## config.mk

```make
export PLATFORM = sky130hd
export DESIGN_NAME = frame_sequencer_flat
export DESIGN_NICKNAME = d
export VERILOG_FILES = /design/src/rtl/frame_seq_pkg.sv /design/src/rtl/frame_seq_if.sv /design/src/rtl/seq_delay_line.sv /design/src/rtl/frame_sequencer.sv /design/src/flat_wrapper.sv
export SDC_FILE = /design/constraint.sdc
export NUM_CORES = 1
export LEC_CHECK = 0
export BUFFER_PORTS_ARGS = -buffer_cell sky130_fd_sc_hd__buf_2
export CAP_MARGIN = 20
export CORE_MARGIN = 2
export CORE_UTILIZATION = 58
export CTS_CLUSTER_SIZE = 30
export DETAILED_ROUTE_END_ITERATION = 10
export PLACE_DENSITY = 0.79
export SLEW_MARGIN = 5
export SYNTH_ARGS = -nofsm -noshare
export SYNTH_HDL_FRONTEND = slang
export SYNTH_SLANG_ARGS = --single-unit
```

## constraint.sdc

```tcl
create_clock -name clk -period 7.8 [get_ports clk]
set_clock_uncertainty 0.05 [all_clocks]
set_input_delay 0.78 -clock clk [delete_from_list [all_inputs] [get_ports clk]]
set_output_delay 0.78 -clock clk [all_outputs]
set_load 0.01 [all_outputs]
```

## src/rtl/frame_seq_pkg.sv

```systemverilog
// Shared types and default constants for the frame sequencer.
// FRAME_SEQ_HBLANK_EN adds the ST_HBLANK state used for inter-row blanking.
package frame_seq_pkg;

  localparam int ADDR_W_DEF   = 20;
  localparam int DIM_W_DEF    = 11;
  localparam int BPP_DEF      = 3;
  localparam int PIPE_LAT_DEF = 4;
  localparam int HBLANK_DEF   = 2;

  typedef enum logic [2:0] {
    ST_IDLE   = 3'd0,
    ST_SCAN   = 3'd1,
    ST_DRAIN  = 3'd2,
    ST_DONE   = 3'd3
`ifdef FRAME_SEQ_HBLANK_EN
    ,
    ST_HBLANK = 3'd4
`endif
  } state_t;

endpackage

```

## src/rtl/frame_seq_if.sv

```systemverilog
// Command/status and pixel-stream bundle between frame sequencer and its host/pipeline.
interface frame_seq_if #(
  parameter int ADDR_W = 20,
  parameter int DIM_W  = 11
) ();
  logic              start;
  logic [DIM_W-1:0]  width;
  logic [DIM_W-1:0]  height;
  logic [1:0]        row_pad;
  logic              stall;
  logic              busy;
  logic              done;
  logic              en;
  logic              hsync;
  logic              vsync;
  logic [DIM_W-1:0]  x;
  logic [DIM_W-1:0]  y;
  logic [ADDR_W-1:0] rd_addr;
  logic              wr_en;
  logic [ADDR_W-1:0] wr_addr;

  modport master (
    output start, width, height, row_pad, stall,
    input  busy, done, en, hsync, vsync, x, y, rd_addr, wr_en, wr_addr
  );

  modport slave (
    input  start, width, height, row_pad, stall,
    output busy, done, en, hsync, vsync, x, y, rd_addr, wr_en, wr_addr
  );
endinterface

```

## src/rtl/seq_delay_line.sv

```systemverilog
// Fixed-latency valid+address shift register carrying read addresses to write-back.
module seq_delay_line #(
  parameter int ADDR_W = 20,
  parameter int DEPTH  = 4
) (
  input  logic              clk,
  input  logic              reset_n,
  input  logic              in_valid,
  input  logic [ADDR_W-1:0] in_addr,
  output logic              out_valid,
  output logic [ADDR_W-1:0] out_addr
);

  logic [DEPTH-1:0]  valid_r;
  logic [ADDR_W-1:0] addr_r [DEPTH];

  // Shift every cycle regardless of stall; reset flushes all in-flight entries
  always_ff @(posedge clk or negedge reset_n) begin
    if (!reset_n) begin
      valid_r <= '0;
      for (int i = 0; i < DEPTH; i++) addr_r[i] <= '0;
    end else begin
      valid_r[0] <= in_valid;
      addr_r[0]  <= in_addr;
      for (int i = 1; i < DEPTH; i++) begin
        valid_r[i] <= valid_r[i-1];
        addr_r[i]  <= addr_r[i-1];
      end
    end
  end

  assign out_valid = valid_r[DEPTH-1];
  assign out_addr  = addr_r[DEPTH-1];

endmodule

```

## src/rtl/frame_sequencer.sv

```systemverilog
// Raster-scan controller: emits pixel read addresses with syncs and delayed write-back addresses.
// Define FRAME_SEQ_HBLANK_EN to insert HBLANK idle cycles after every row except the last.
module frame_sequencer
  import frame_seq_pkg::*;
#(
  parameter int ADDR_W   = ADDR_W_DEF,
  parameter int DIM_W    = DIM_W_DEF,
  parameter int BPP      = BPP_DEF,
  parameter int PIPE_LAT = PIPE_LAT_DEF,
  parameter int HBLANK   = HBLANK_DEF
) (
  input  logic        clk,
  input  logic        reset_n,
  frame_seq_if.slave  bus
);

  localparam int CNT_W = $clog2(PIPE_LAT + 2);
`ifdef FRAME_SEQ_HBLANK_EN
  localparam state_t ROW_GAP = ST_HBLANK;
  localparam int     BLK_W   = $clog2(HBLANK + 1);
`else
  localparam state_t ROW_GAP = ST_SCAN;
`endif

  state_t            state_r, state_next_s;
  logic [DIM_W-1:0]  w_r, h_r, x_cnt_r, y_cnt_r;
  logic [1:0]        pad_r;
  logic [ADDR_W-1:0] addr_cnt_r;
  logic [CNT_W-1:0]  inflight_r, inflight_next_s;
  logic              en_r, hsync_r, vsync_r, busy_r, done_r;
  logic [DIM_W-1:0]  x_r, y_r;
  logic [ADDR_W-1:0] rd_addr_r;
  logic              wb_valid_s;
  logic [ADDR_W-1:0] wb_addr_s;
`ifdef FRAME_SEQ_HBLANK_EN
  logic [BLK_W-1:0]  blank_cnt_r;
`endif

  logic              accept_s, zero_s, step_s, row_end_s, last_s;
  logic [DIM_W-1:0]  eff_w_s, eff_h_s, cur_x_s, cur_y_s, x_nxt_s, y_nxt_s;
  logic [1:0]        eff_pad_s;
  logic [ADDR_W-1:0] cur_addr_s, addr_nxt_s;
  state_t            scan_next_s;

  // Scan datapath: the accepting cycle already presents pixel (0,0) from the live inputs
  always_comb begin
    accept_s   = (state_r == ST_IDLE) && bus.start;
    zero_s     = (bus.width == '0) || (bus.height == '0);
    eff_w_s    = accept_s ? bus.width   : w_r;
    eff_h_s    = accept_s ? bus.height  : h_r;
    eff_pad_s  = accept_s ? bus.row_pad : pad_r;
    cur_x_s    = accept_s ? '0 : x_cnt_r;
    cur_y_s    = accept_s ? '0 : y_cnt_r;
    cur_addr_s = accept_s ? '0 : addr_cnt_r;
    step_s     = ((state_r == ST_SCAN) || (accept_s && !zero_s)) && !bus.stall;
    row_end_s  = (cur_x_s == eff_w_s - DIM_W'(1));
    last_s     = row_end_s && (cur_y_s == eff_h_s - DIM_W'(1));
    x_nxt_s    = cur_x_s;
    y_nxt_s    = cur_y_s;
    addr_nxt_s = cur_addr_s;
    if (step_s) begin
      x_nxt_s    = row_end_s ? '0 : cur_x_s + DIM_W'(1);
      y_nxt_s    = row_end_s ? cur_y_s + DIM_W'(1) : cur_y_s;
      addr_nxt_s = cur_addr_s + ADDR_W'(BPP) + (row_end_s ? ADDR_W'(eff_pad_s) : ADDR_W'(0));
    end else begin
      x_nxt_s    = cur_x_s;
    end
    inflight_next_s = inflight_r + (step_s ? CNT_W'(1) : CNT_W'(0))
                                 - (wb_valid_s ? CNT_W'(1) : CNT_W'(0));
    if (step_s && last_s) begin
      scan_next_s = ST_DRAIN;
    end else if (step_s && row_end_s) begin
      scan_next_s = ROW_GAP;
    end else begin
      scan_next_s = ST_SCAN;
    end
  end

  // Next-state logic
  always_comb begin
    state_next_s = state_r;
    case (state_r)
      ST_IDLE: begin
        if (accept_s) state_next_s = zero_s ? ST_DONE : scan_next_s;
        else          state_next_s = ST_IDLE;
      end
      ST_SCAN:  state_next_s = scan_next_s;
`ifdef FRAME_SEQ_HBLANK_EN
      ST_HBLANK: begin
        if (blank_cnt_r == BLK_W'(HBLANK - 1)) state_next_s = ST_SCAN;
        else                                   state_next_s = ST_HBLANK;
      end
`endif
      ST_DRAIN: begin
        if (inflight_next_s == '0) state_next_s = ST_DONE;
        else                       state_next_s = ST_DRAIN;
      end
      ST_DONE:  state_next_s = ST_IDLE;
      default:  state_next_s = ST_IDLE;
    endcase
  end

  // State, scan counters and registered pixel outputs
  always_ff @(posedge clk or negedge reset_n) begin
    if (!reset_n) begin
      state_r    <= ST_IDLE;
      w_r        <= '0;
      h_r        <= '0;
      pad_r      <= 2'd0;
      x_cnt_r    <= '0;
      y_cnt_r    <= '0;
      addr_cnt_r <= '0;
      inflight_r <= '0;
      en_r       <= 1'b0;
      hsync_r    <= 1'b0;
      vsync_r    <= 1'b0;
      busy_r     <= 1'b0;
      done_r     <= 1'b0;
      x_r        <= '0;
      y_r        <= '0;
      rd_addr_r  <= '0;
    end else begin
      state_r    <= state_next_s;
      if (accept_s) begin
        w_r   <= bus.width;
        h_r   <= bus.height;
        pad_r <= bus.row_pad;
      end
      x_cnt_r    <= x_nxt_s;
      y_cnt_r    <= y_nxt_s;
      addr_cnt_r <= addr_nxt_s;
      inflight_r <= inflight_next_s;
      en_r       <= step_s;
      hsync_r    <= step_s && (cur_x_s == '0);
      vsync_r    <= step_s && (cur_x_s == '0) && (cur_y_s == '0);
      busy_r     <= (state_next_s != ST_IDLE);
      done_r     <= (state_next_s == ST_DONE);
      if (step_s) begin
        x_r       <= cur_x_s;
        y_r       <= cur_y_s;
        rd_addr_r <= cur_addr_s;
      end
    end
  end

`ifdef FRAME_SEQ_HBLANK_EN
  // Blank-cycle counter runs only inside ST_HBLANK and ignores stall
  always_ff @(posedge clk or negedge reset_n) begin
    if (!reset_n)                   blank_cnt_r <= '0;
    else if (state_r == ST_HBLANK)  blank_cnt_r <= blank_cnt_r + BLK_W'(1);
    else                            blank_cnt_r <= '0;
  end
`endif

  seq_delay_line #(.ADDR_W(ADDR_W), .DEPTH(PIPE_LAT)) u_delay (
    .clk       (clk),
    .reset_n   (reset_n),
    .in_valid  (en_r),
    .in_addr   (rd_addr_r),
    .out_valid (wb_valid_s),
    .out_addr  (wb_addr_s)
  );

  assign bus.busy    = busy_r;
  assign bus.done    = done_r;
  assign bus.en      = en_r;
  assign bus.hsync   = hsync_r;
  assign bus.vsync   = vsync_r;
  assign bus.x       = x_r;
  assign bus.y       = y_r;
  assign bus.rd_addr = rd_addr_r;
  assign bus.wr_en   = wb_valid_s;
  assign bus.wr_addr = wb_addr_s;

endmodule

```

## src/flat_wrapper.sv

```systemverilog
// flat-port wrapper written by rule: the top's interface ports become plain ports
module frame_sequencer_flat import frame_seq_pkg::*;
#(
  parameter int ADDR_W   = ADDR_W_DEF,
  parameter int DIM_W    = DIM_W_DEF,
  parameter int BPP      = BPP_DEF,
  parameter int PIPE_LAT = PIPE_LAT_DEF,
  parameter int HBLANK   = HBLANK_DEF
)
  (clk, reset_n, bus_start, bus_width, bus_height, bus_row_pad, bus_stall, bus_busy, bus_done, bus_en, bus_hsync, bus_vsync, bus_x, bus_y, bus_rd_addr, bus_wr_en, bus_wr_addr);
  frame_seq_if #(.ADDR_W(ADDR_W), .DIM_W(DIM_W)) bus_i ();
  input  logic clk;
  input  logic reset_n;
  input wire logic [$bits(bus_i.start)-1:0] bus_start;
  input wire logic [$bits(bus_i.width)-1:0] bus_width;
  input wire logic [$bits(bus_i.height)-1:0] bus_height;
  input wire logic [$bits(bus_i.row_pad)-1:0] bus_row_pad;
  input wire logic [$bits(bus_i.stall)-1:0] bus_stall;
  output wire logic [$bits(bus_i.busy)-1:0] bus_busy;
  output wire logic [$bits(bus_i.done)-1:0] bus_done;
  output wire logic [$bits(bus_i.en)-1:0] bus_en;
  output wire logic [$bits(bus_i.hsync)-1:0] bus_hsync;
  output wire logic [$bits(bus_i.vsync)-1:0] bus_vsync;
  output wire logic [$bits(bus_i.x)-1:0] bus_x;
  output wire logic [$bits(bus_i.y)-1:0] bus_y;
  output wire logic [$bits(bus_i.rd_addr)-1:0] bus_rd_addr;
  output wire logic [$bits(bus_i.wr_en)-1:0] bus_wr_en;
  output wire logic [$bits(bus_i.wr_addr)-1:0] bus_wr_addr;
  assign bus_i.start = bus_start;
  assign bus_i.width = bus_width;
  assign bus_i.height = bus_height;
  assign bus_i.row_pad = bus_row_pad;
  assign bus_i.stall = bus_stall;
  assign bus_busy = bus_i.busy;
  assign bus_done = bus_i.done;
  assign bus_en = bus_i.en;
  assign bus_hsync = bus_i.hsync;
  assign bus_vsync = bus_i.vsync;
  assign bus_x = bus_i.x;
  assign bus_y = bus_i.y;
  assign bus_rd_addr = bus_i.rd_addr;
  assign bus_wr_en = bus_i.wr_en;
  assign bus_wr_addr = bus_i.wr_addr;
  frame_sequencer #(.ADDR_W(ADDR_W), .DIM_W(DIM_W), .BPP(BPP), .PIPE_LAT(PIPE_LAT), .HBLANK(HBLANK)) u_core (.clk(clk), .reset_n(reset_n), .bus(bus_i));
endmodule
```

==> summary.md, run 1 <==
| Metric | Value |
|---|---|
| Status | complete, no violations |
| Met2 wire len | 8.13 mm |
| Worst setup SP type | flip-flop |
| Final non-filler cell total | 1,070 |
| Crit path kind | reg2reg |
| # IOs | 96 |
| Seq/Total Area, Yosys | 0.590 |
| Flops & latches, synth | 202 |
| Arrival time at the worst endpoint | 6.13 ns |
| GRT overflow | 0 |
| Clock tree buffer depth | 3 |
| Clock share of power | 0.361 |
| Most frequent cells in the layout | dfrtp_1 (202), nand2_1 (157), buf_2 (94), o21ai_0 (48), nor2_1 (35) |
| Detailed-route wire length per cell | 16.4 µm |
| Final #Nets | 915 |
| N_diodes | 0 |
| Number of max-cap violations | 0 |
| Power Total | approximately 2.8 mW |
| Post-CTS sizing | 0 |
| Net Count, Synth | 846 |
| Residual DRC | 0 |
| DRT iter0 DRCs | 405 |
| Core Area | 0.0145 mm² |
| Placed cell area | 0.00904 mm² |
| Ys Warns | 0 |
| Root buffer cell | clkbuf_16 |
| Number of global-route vias before repair | 5,715 |
| Worst path required time | 8.11 ns |
| # rows | 44 |
| First-pass GRT wire length | about 29 mm |
| Mapped Avg Cell Area | between 10 and 15 µm² |
| Vias per cell | 5.52 |
| Area growth syn-to-layout | 13.8% |
| H-tree depth | 1 |
| Crit Path Max Fanout | 14 |
| Initial antenna violation count | 0 |
| Slew HR | 0.333 |
| Die span in x | around 130 µm |
| CP Capture Type | flip-flop |
| Synth cell types | 67 |
| Clk Latency, worst-skew pair | roughly 0.48 ns |
| Dpl cells | between 1,000 and 1,500 |
| Initial core utilization | 0.592 |
| NetSw | 754 µW |
| Post-CTS setup repair buffer count | 0 |
| First-pass DRT Iterations | 5 |
| Post-DP HPWL | 11.6 mm |
| Final period demand of the worst path | 5.82 ns |
| Pint | 2.00 mW |
| Final Util | 0.674 |
| Largest net degree at the start of global routing | 137 |
| Port Buffers | 95 |
| Setup_tns | 0 ns |
| Design area | 0.00976 mm² |
| Final Wtd Congestion | 0.871 |
| WL met3 | 826 µm |
| Fin. Hold Viols | 0 |
| F_max | 172 MHz |
| DR top layer | met4 |
| CTS tree | yes |
| Post-DRT Antenna Nets | 0 |
| Tightest Pin Transition | 0.987 ns |
| Final setup violation count | 0 |
| RSZ-0062 raised after global routing | no |
| Slew Limit Fails | 0 |
| Reg power frac | 0.473 |
| Hold Crit Class | in2async |
| Most common cell after layout, fill and taps aside | dfrtp_1 |
| Vias | 5,904 |
| Most used DFF post-synth | dfrtp_1 |
| LEAKAGE | 4.86 nW |
| Routed met1 length | 8.32 mm |
| Reg clk slew, reported paths | roughly 0.060 ns |
| Asr flop ratio synth | 1.00 |
| EDFF count, synth | 0 |
| Layout cell share with drive strength beyond 1 | 0.172 |
| Comb pwr share | 0.166 |
| Worst IR Drop VDD | 146 µV |
| Power per cell area | 282 mW/mm² |
| Sw Share | 0.274 |
| Final Cycle Share | 0.747 |
| Die Height | 126 µm |
| Die ar. | 0.0158 mm² |
| Final WL | 17.5 mm |
| Global-route usage over all layers | 0.222 |
| Mapped cell area | 0.00857 mm² |
| TritonCTS Buffers | 21 |
| # clock sinks | 202 |
| Hold_buf cts | 0 |
| Cell count after synthesis | 804 |
==> power groups by stage <==
stage                     clock network, mW  logic (mW)  registers, mW
after floorplan                           0       0.322           1.30
after global placement                    0       0.440           1.31
after detailed placement                  0       0.455           1.32
after CTS                              1.01       0.458           1.30
after global routing                   1.06       0.518           1.32
final                                 0.994       0.458           1.30
==> logic make-up (layout without fill, tap and decap cells) <==
kind of cell    Yosys count  in the layout  share of synthesized area
compound gates          110            110                     0.0808
xor+xnor                 60             60                     0.0630
fa+ha+maj                14             14                     0.0222
buf+inv                  87            169                     0.0496
flops                   202            202                      0.590
mux                      15             15                     0.0182
simple gates            316            316                      0.177
==> registers in the layout (all words and copies together), names as in the netlist, 2 cells and up <==
signal	count
u_core.u_delay.out_addr	20
u_core.addr_cnt_r	20
u_core.h_r	11
u_core.bus.y	11
u_core.u_delay.valid_r	4
u_core.bus.rd_addr	20
u_core.state_r	2
u_core.inflight_r	3
u_core.pad_r	2
u_core.u_delay.addr_r	60
u_core.y_cnt_r	11
u_core.w_r	11
u_core.bus.x	11
u_core.x_cnt_r	11
==> synth_stat cells, drive strengths merged, types with 10 or more instances <==
cell | n | area share
o21ai | 49 | 0.029
mux2i | 10 | 0.012
nor3 | 30 | 0.018
nor4 | 10 | 0.0098
nand4 | 14 | 0.010
a21oi | 19 | 0.011
ha | 12 | 0.018
nand2 | 157 | 0.069
buf | 33 | 0.026
nor2 | 35 | 0.015
dfrtp | 202 | 0.59
xnor2 | 31 | 0.032
clkbuf | 25 | 0.011
and3 | 10 | 0.0073
nand3 | 19 | 0.011
inv | 29 | 0.013
xor2 | 28 | 0.029
==> area by class of cell <==
type                       instances  area, µm²
fill                            1077       4720
clock buffer                      27        558
timing repair buffer             104        572
multi-input combinational        515       3100
tap                              184        230
clock inverter                     9        131
sequential                       202       5050
inverter                          29        109
==> routing by layer <==
layer / vias up / global-route usage
li1: 2844 / -
met1: 2884 / 0.330
met2: 155 / 0.350
met3: 21 / 0.0317
met4: 0 / 0.0556
met5: - / 0
==> through the flow <==
step,worst slack (ns),hold slack (ns)
2_1_floorplan,1.27,0.281
3_3_place_gp,1.89,0.281
3_5_place_dp,1.67,0.285
4_1_cts,2.01,0.298
5_1_grt,1.60,0.115
6_report,1.98,0.112
==> path summary, 6_finish.rpt <==
check	start	end	slack [ns]	cells after the start
max	u_core.state_r[1]	u_core.addr_cnt_r[17]	1.98	21
min	reset_n	u_core.bus.y[5]	0.11	1
max reg2reg	u_core.state_r[1]	u_core.addr_cnt_r[17]	1.98	21
min reg2reg	u_core.u_delay.addr_r[29]	u_core.u_delay.out_addr[9]	0.30	0
max in group asynchronous	reset_n	u_core.bus.rd_addr[18]	5.97	3
min in group clk	u_core.u_delay.addr_r[29]	u_core.u_delay.out_addr[9]	0.30	0
==> critical path, stage by stage, from the launching register on <==
cell,delay [ns]
dfrtp_1,0.50
or3b_4,0.51
mux2i_1,0.24
ha_1,0.28
nor3b_1,0.50
nand4b_1,0.23
a32o_1,0.26
a22o_1,0.24
nor4b_2,0.25
buf_4,0.18
nand2_1,0.06
ha_1,0.27
inv_1,0.07
ha_1,0.17
inv_1,0.06
fa_1,0.37
nand3b_1,0.25
nor3_1,0.34
nor3b_1,0.43
nand3_1,0.16
xor2_1,0.18
nor2_1,0.06
Power figures use the tool's default switching activity.
==> run 2: changes to the inputs <==
Clock period 7.8 ns to 6 ns, I/O delays scaled along.
==> summary.md, run 2 (synthesis results as in run 1) <==
| Metric | Value |
|---|---|
| Detailed-route wire length per cell | 16.0 µm |
| Final #Nets | 917 |
| Area of the multi-input gates | about 0.0031 mm² |
| Port Buffers | 95 |
| Post-CTS setup repair buffer count | 0 |
| N_diodes | 0 |
| Power per cell area | 363 mW/mm² |
| Register Area | 0.00505 mm² |
| Worst hold slack | 0.294 ns |
| Arrival time at the worst endpoint | 5.83 ns |
| Slew HR | 0.367 |
| DRT iter0 DRCs | 369 |
| GRT overflow | 0 |
| Most frequent cells in the layout | dfrtp_1 (202), nand2_1 (157), buf_2 (94), o21ai_0 (48), nor2_1 (35) |
| First-pass GRT wire length | around 29 mm |
| Hold Crit Class | in2reg |
| F_max | approximately 180 MHz |
| Die ar. | 0.0158 mm² |
| Crit path kind | reg2reg |
| H-tree depth | 1 |
| R2R Setup Slk | 0.48 ns |
| Worst path max stage delay | around 0.6 ns |
| Status | complete, no violations |
| Core Area | 0.0145 mm² |
| Post-layout worst setup margin | 0.480 ns |
| TritonCTS Buffers | 21 |
| Number of global-route vias before repair | 5,708 |
| Residual DRC | 0 |
| First-pass DRT Iterations | 4 |
| Vias per cell | 5.59 |
| Crit Path Max Fanout | 25 |
| Clk Latency, worst-skew pair | 0.49 ns |
| Slowest-stage cell, CP | or3b_4 |
| Filler cell count | ~1,100 |
| Design area | 0.00981 mm² |
| Hold depth | 3 |
| # clock sinks | 202 |
| Worst path cell trace | or3b_4 -> mux2i_1 -> ha_1 -> nor3b_2 -> nand4b_1 -> a32o_1 -> a22o_1 -> nor4b_2 -> buf_4 -> nand2_1 -> ha_1 -> inv_1 -> ha_1 -> inv_1 -> fa_1 -> nand3b_1 -> nor3_2 -> nor3b_2 -> nand3_1 -> xor2_1 -> nor2_1 |
| Worst path required time | 6.31 ns |
| Worst R2R Start | u_core.state_r[0] |
| Final WL | 17.2 mm |
| Number of max-cap violations | 0 |
| Global-route usage over all layers | 0.220 |
| Slew Limit Fails | 0 |
| Final period demand of the worst path | 5.52 ns |
| # IOs | between 90 and 100 |
| Fin. Hold Viols | 0 |
| Most flops, register | u_core.u_delay.addr_r |
| Initial core utilization | 0.592 |
| Setup_tns | 0 ns |
| LEAKAGE | 4.89 nW |
| Hold Path End | u_core.h_r[6] |
| Clock tree buffer depth | 3 |
| # rows | 44 |
| Area growth syn-to-layout | 14.4% |
| Post-DP HPWL | roughly 11 mm |
| CP top delay family | simple AND/OR/NAND/NOR gates |
| Placed cell area | about 0.0091 mm² |
| RSZ-0062 raised after global routing | no |
| Root buffer cell | clkbuf_16 |
| Die Height | approximately 130 µm |
| Worst path bufs/invs | 3 |
| Post-DRT Antenna Nets | 0 |
| Tightest Pin Transition | around 0.94 ns |
| Worst IR Drop VDD | 224 µV |
| Number of flip-flops in the largest register | 60 |
| Layout cell share with drive strength beyond 1 | 0.180 |
| Initial antenna violation count | 1 |
| CP dominant cell by count | ha_1 |
| Largest net degree at the start of global routing | 89 |
| Final Wtd Congestion | between 0.8 and 0.9 |
| Cell count of the worst reg-to-reg path | 21 |
| Final setup violation count | 0 |
| Min-delay src | bus_height[6] |
| Die span in x | between 100 and 150 µm |
| Worst setup SP type | flip-flop |
| CP Capture Type | flip-flop |
| Reg clk slew, reported paths | 0.06 ns |
| Dpl ws | roughly 0.29 ns |
| CTS tree | yes |
| Most common cell after layout, fill and taps aside | dfrtp_1 |
| Vias | 6,001 |
| Final Cycle Share | 0.920 |
| RR Endpoint | u_core.addr_cnt_r[17] |
[run 2: where the power goes]
part	leakage, nW	total (mW)	internal, mW	switching (mW)
registers	2.67	1.69	1.55	0.138
clock network	0.338	1.27	0.754	0.519
logic	1.89	0.601	0.262	0.339
[run 2: worst max path at each step]
stage,startpoint,endpoint,slack [ns],cells after the start
2_1_floorplan,bus_start,u_core.addr_cnt_r[17],0.03,25
3_3_place_gp,bus_start,u_core.addr_cnt_r[19],0.50,22
3_5_place_dp,bus_start,u_core.addr_cnt_r[17],0.29,22
4_1_cts,u_core.state_r[0],u_core.addr_cnt_r[19],0.45,21
5_1_grt,u_core.state_r[0],u_core.addr_cnt_r[19],0.09,21
6_report,u_core.state_r[0],u_core.addr_cnt_r[17],0.48,21
[run 2: routing by layer]
metal | global-route usage | part of all wire | wire length (µm)
met1 | 0.330 | 0.45 | 7720
met2 | 0.340 | 0.46 | 7850
met4 | 0.0608 | 0.026 | 440
met3 | 0.0338 | 0.067 | 1140
met5 | 0 | 0 | 0
[run 2: area by class of cell]
cell class	count	area share
inverters	29	0.0111
well taps	184	0.0235
clock inverters	9	0.00880
multi-input cells	515	0.318
flip-flops and latches	202	0.515
repair buffers	106	0.0621
clock buffers	29	0.0617
[run 2: worst reg2reg max path: stages (launching register included)]
cell and delay, ns:
dfrtp_1 0.49, or3b_4 0.59, mux2i_1 0.26, ha_1 0.31
nor3b_2 0.35, nand4b_1 0.22, a32o_1 0.27, a22o_1 0.25
nor4b_2 0.25, buf_4 0.19, nand2_1 0.07, ha_1 0.27
inv_1 0.06, ha_1 0.15, inv_1 0.05, fa_1 0.37
nand3b_1 0.27, nor3_2 0.25, nor3b_2 0.31, nand3_1 0.14
xor2_1 0.16, nor2_1 0.05
[run 2: what timing repair did]
action                                 in CTS  in global routing
hold buffers                                1                  0
resized for setup                           0                  1
setup endpoints to repair                   0                  2
endpoints found under the hold margin      29                  0
[run 2: metrics by stage]
step / total power, mW / util / instances
2_1_floorplan: 2.11 / - / 804
3_3_place_gp: 2.28 / 0.625 / 1033
3_5_place_dp: 2.30 / 0.625 / 1033
4_1_cts: 3.59 / 0.674 / 1072
5_1_grt: 3.75 / 0.678 / 1074
6_report: 3.57 / 0.678 / 1074
==> run 3: changes to the inputs <==
Settings changed: BUFFER_PORTS_ARGS -buffer_cell sky130_fd_sc_hd__buf_2 to -buffer_cell sky130_fd_sc_hd__buf_4, CORE_ASPECT_RATIO set to 2.
==> summary.md, run 3 (synthesis results as in run 1) <==
| Metric | Value |
|---|---|
| Status | complete, no violations |
| Met2 wire len | 10.6 mm |
| R2R Setup Slk | 0.49 ns |
| Residual DRC | 0 |
| Die span in x | 90.0 µm |
| Crit Path Max Fanout | 10 |
| Detailed-route wire length per cell | 18.2 µm |
| Post-DRT Antenna Nets | 0 |
| Arrival time at the worst endpoint | about 5.8 ns |
| Area growth syn-to-layout | 15.5% |
| Worst R2R Start | u_core.state_r[0] |
| Reg clk slew, reported paths | 0.07 ns |
| CTS tree | yes |
| RR Endpoint | u_core.addr_cnt_r[17] |
| Hold_buf cts | 0 |
| Power per cell area | 356 mW/mm² |
| Final setup violation count | 0 |
| Slew Limit Fails | 0 |
| Post-CTS setup repair buffer count | 0 |
| CP dominant cell by count | ha_1 |
| # rows | 62 |
| Die ar. | 0.0158 mm² |
| # IOs | between 90 and 100 |
| Dpl cells | around 1,000 |
| DRT iter0 DRCs | 415 |
| Worst setup SP type | flip-flop |
| Worst path bufs/invs | 3 |
| Filler cell count | 1,094 |
| Most flops, register | u_core.u_delay.addr_r |
| Worst path required time | 6.29 ns |
| Layout cell share with drive strength beyond 1 | 0.172 |
| Tightest Pin Transition | 0.953 ns |
| Power Total | around 3.5 mW |
| Final Wtd Congestion | approximately 0.9 |
| Global-route usage over all layers | 0.252 |
| Final period demand of the worst path | about 5.5 ns |
| Number of max-cap violations | 0 |
| First-pass GRT wire length | 32.0 mm |
| Final Util | 0.687 |
| LEAKAGE | roughly 5 nW |
| Number of flip-flops in the largest register | 60 |
| Worst IR Drop VDD | 250 µV |
| Area of the multi-input gates | between 0.003 and 0.004 mm² |
| Vias | 6,183 |
| Worst path cell trace | or3b_4 -> mux2i_1 -> ha_1 -> nor3b_4 -> nand4b_1 -> a32o_1 -> a22o_1 -> nor4b_2 -> buf_4 -> nand2_1 -> ha_1 -> inv_1 -> ha_1 -> inv_1 -> fa_1 -> nand3b_1 -> nor3_2 -> nor3b_2 -> nand3_1 -> xor2_1 -> nor2_1 |
| Clock tree buffer depth | 3 |
| H-tree depth | 1 |
| Root buffer cell | clkbuf_16 |
| Routed met1 length | 6.95 mm |
| Setup_tns | 0 ns |
| Initial antenna violation count | 0 |
| Fin. Hold Viols | 0 |
| N_diodes | 0 |
| Register Area | 0.00505 mm² |
| CP Capture Type | flip-flop |
| Placed cell area | 0.00930 mm² |
| Design area | 0.00991 mm² |
| DR top layer | met4 |
| Clk Latency, worst-skew pair | 0.48 ns |
| WL met3 | 850 µm |
| Cell count of the worst reg-to-reg path | 21 |
| GRT overflow | 0 |
| Initial core utilization | 0.594 |
| Post-CTS sizing | 0 |
| Most frequent cells in the layout | dfrtp_1 (202), nand2_1 (157), buf_4 (102), o21ai_0 (48), nor2_1 (35) |
| Number of global-route vias before repair | 6,571 |
| F_max | 181 MHz |
| Worst path max stage delay | 0.48 ns |
| Crit path kind | reg2reg |
| Slew HR | 0.356 |
| Post-DP HPWL | 13.4 mm |
| Final non-filler cell total | between 1,000 and 1,500 |
| Final WL | 19.5 mm |
| Die Height | 176 µm |
| Core Area | 0.0144 mm² |
| TritonCTS Buffers | 18 |
| Most common cell after layout, fill and taps aside | dfrtp_1 |
| Hold Crit Class | in2async |
| # clock sinks | 202 |
| Final #Nets | about 910 |
| RSZ-0062 raised after global routing | no |
| Largest net degree at the start of global routing | 123 |
| First-pass DRT Iterations | 4 |
| CP top delay family | simple AND/OR/NAND/NOR gates |
| Final Cycle Share | 0.919 |
| Slowest-stage cell, CP | dfrtp_1 |
| Vias per cell | 5.77 |
| Port Buffers | 95 |
run 3: layout make-up:
type                    instances  share of cell area
clock buffers                  23              0.0505
multi-input cells             515               0.315
repair buffers                103              0.0787
flip-flops and latches        202               0.510
well taps                     192              0.0243
inverters                      29              0.0110
clock inverters                 8             0.00985
run 3: worst max-delay path by stage:
stage	depth (start not counted)	endpoint	slack, ns	from
final	21	u_core.addr_cnt_r[17]	0.49	u_core.state_r[0]
after global routing	21	u_core.addr_cnt_r[17]	0.1	u_core.state_r[1]
after CTS	21	u_core.addr_cnt_r[17]	0.36	u_core.state_r[0]
after detailed placement	22	u_core.addr_cnt_r[17]	0.25	bus_start
after global placement	22	u_core.addr_cnt_r[17]	0.62	bus_start
after floorplan	25	u_core.addr_cnt_r[17]	0.03	bus_start
run 3: metal layers:
layer / global-route usage / vias to the layer above
met5: 0 / -
met4: 0.144 / 0
met3: 0.0290 / 76
met2: 0.466 / 210
met1: 0.280 / 3063
li1: - / 2834
run 3: through the flow:
stage	setup WS, ns	hold WS [ns]
3_3_place_gp	0.623	0.282
6_report	0.488	0.220
2_1_floorplan	0.0335	0.254
5_1_grt	0.0969	0.288
4_1_cts	0.360	0.253
3_5_place_dp	0.255	0.285
run 3: power breakdown:
part	switching, mW	internal [mW]	total, mW
clock network	0.493	0.681	1.17
registers	0.147	1.55	1.70
logic	0.360	0.296	0.657
total	1.00	2.53	3.53
run 3: worst register-to-register path, cell delays in order (launching register included):
cell and delay (ns):
dfrtp_1 0.48, or3b_4 0.48, mux2i_1 0.22, ha_1 0.29, nor3b_4 0.31, nand4b_1 0.19
a32o_1 0.26, a22o_1 0.24, nor4b_2 0.26, buf_4 0.19, nand2_1 0.08, ha_1 0.30
inv_1 0.07, ha_1 0.17, inv_1 0.06, fa_1 0.40, nand3b_1 0.28, nor3_2 0.26
nor3b_2 0.34, nand3_1 0.19, xor2_1 0.19, nor2_1 0.06
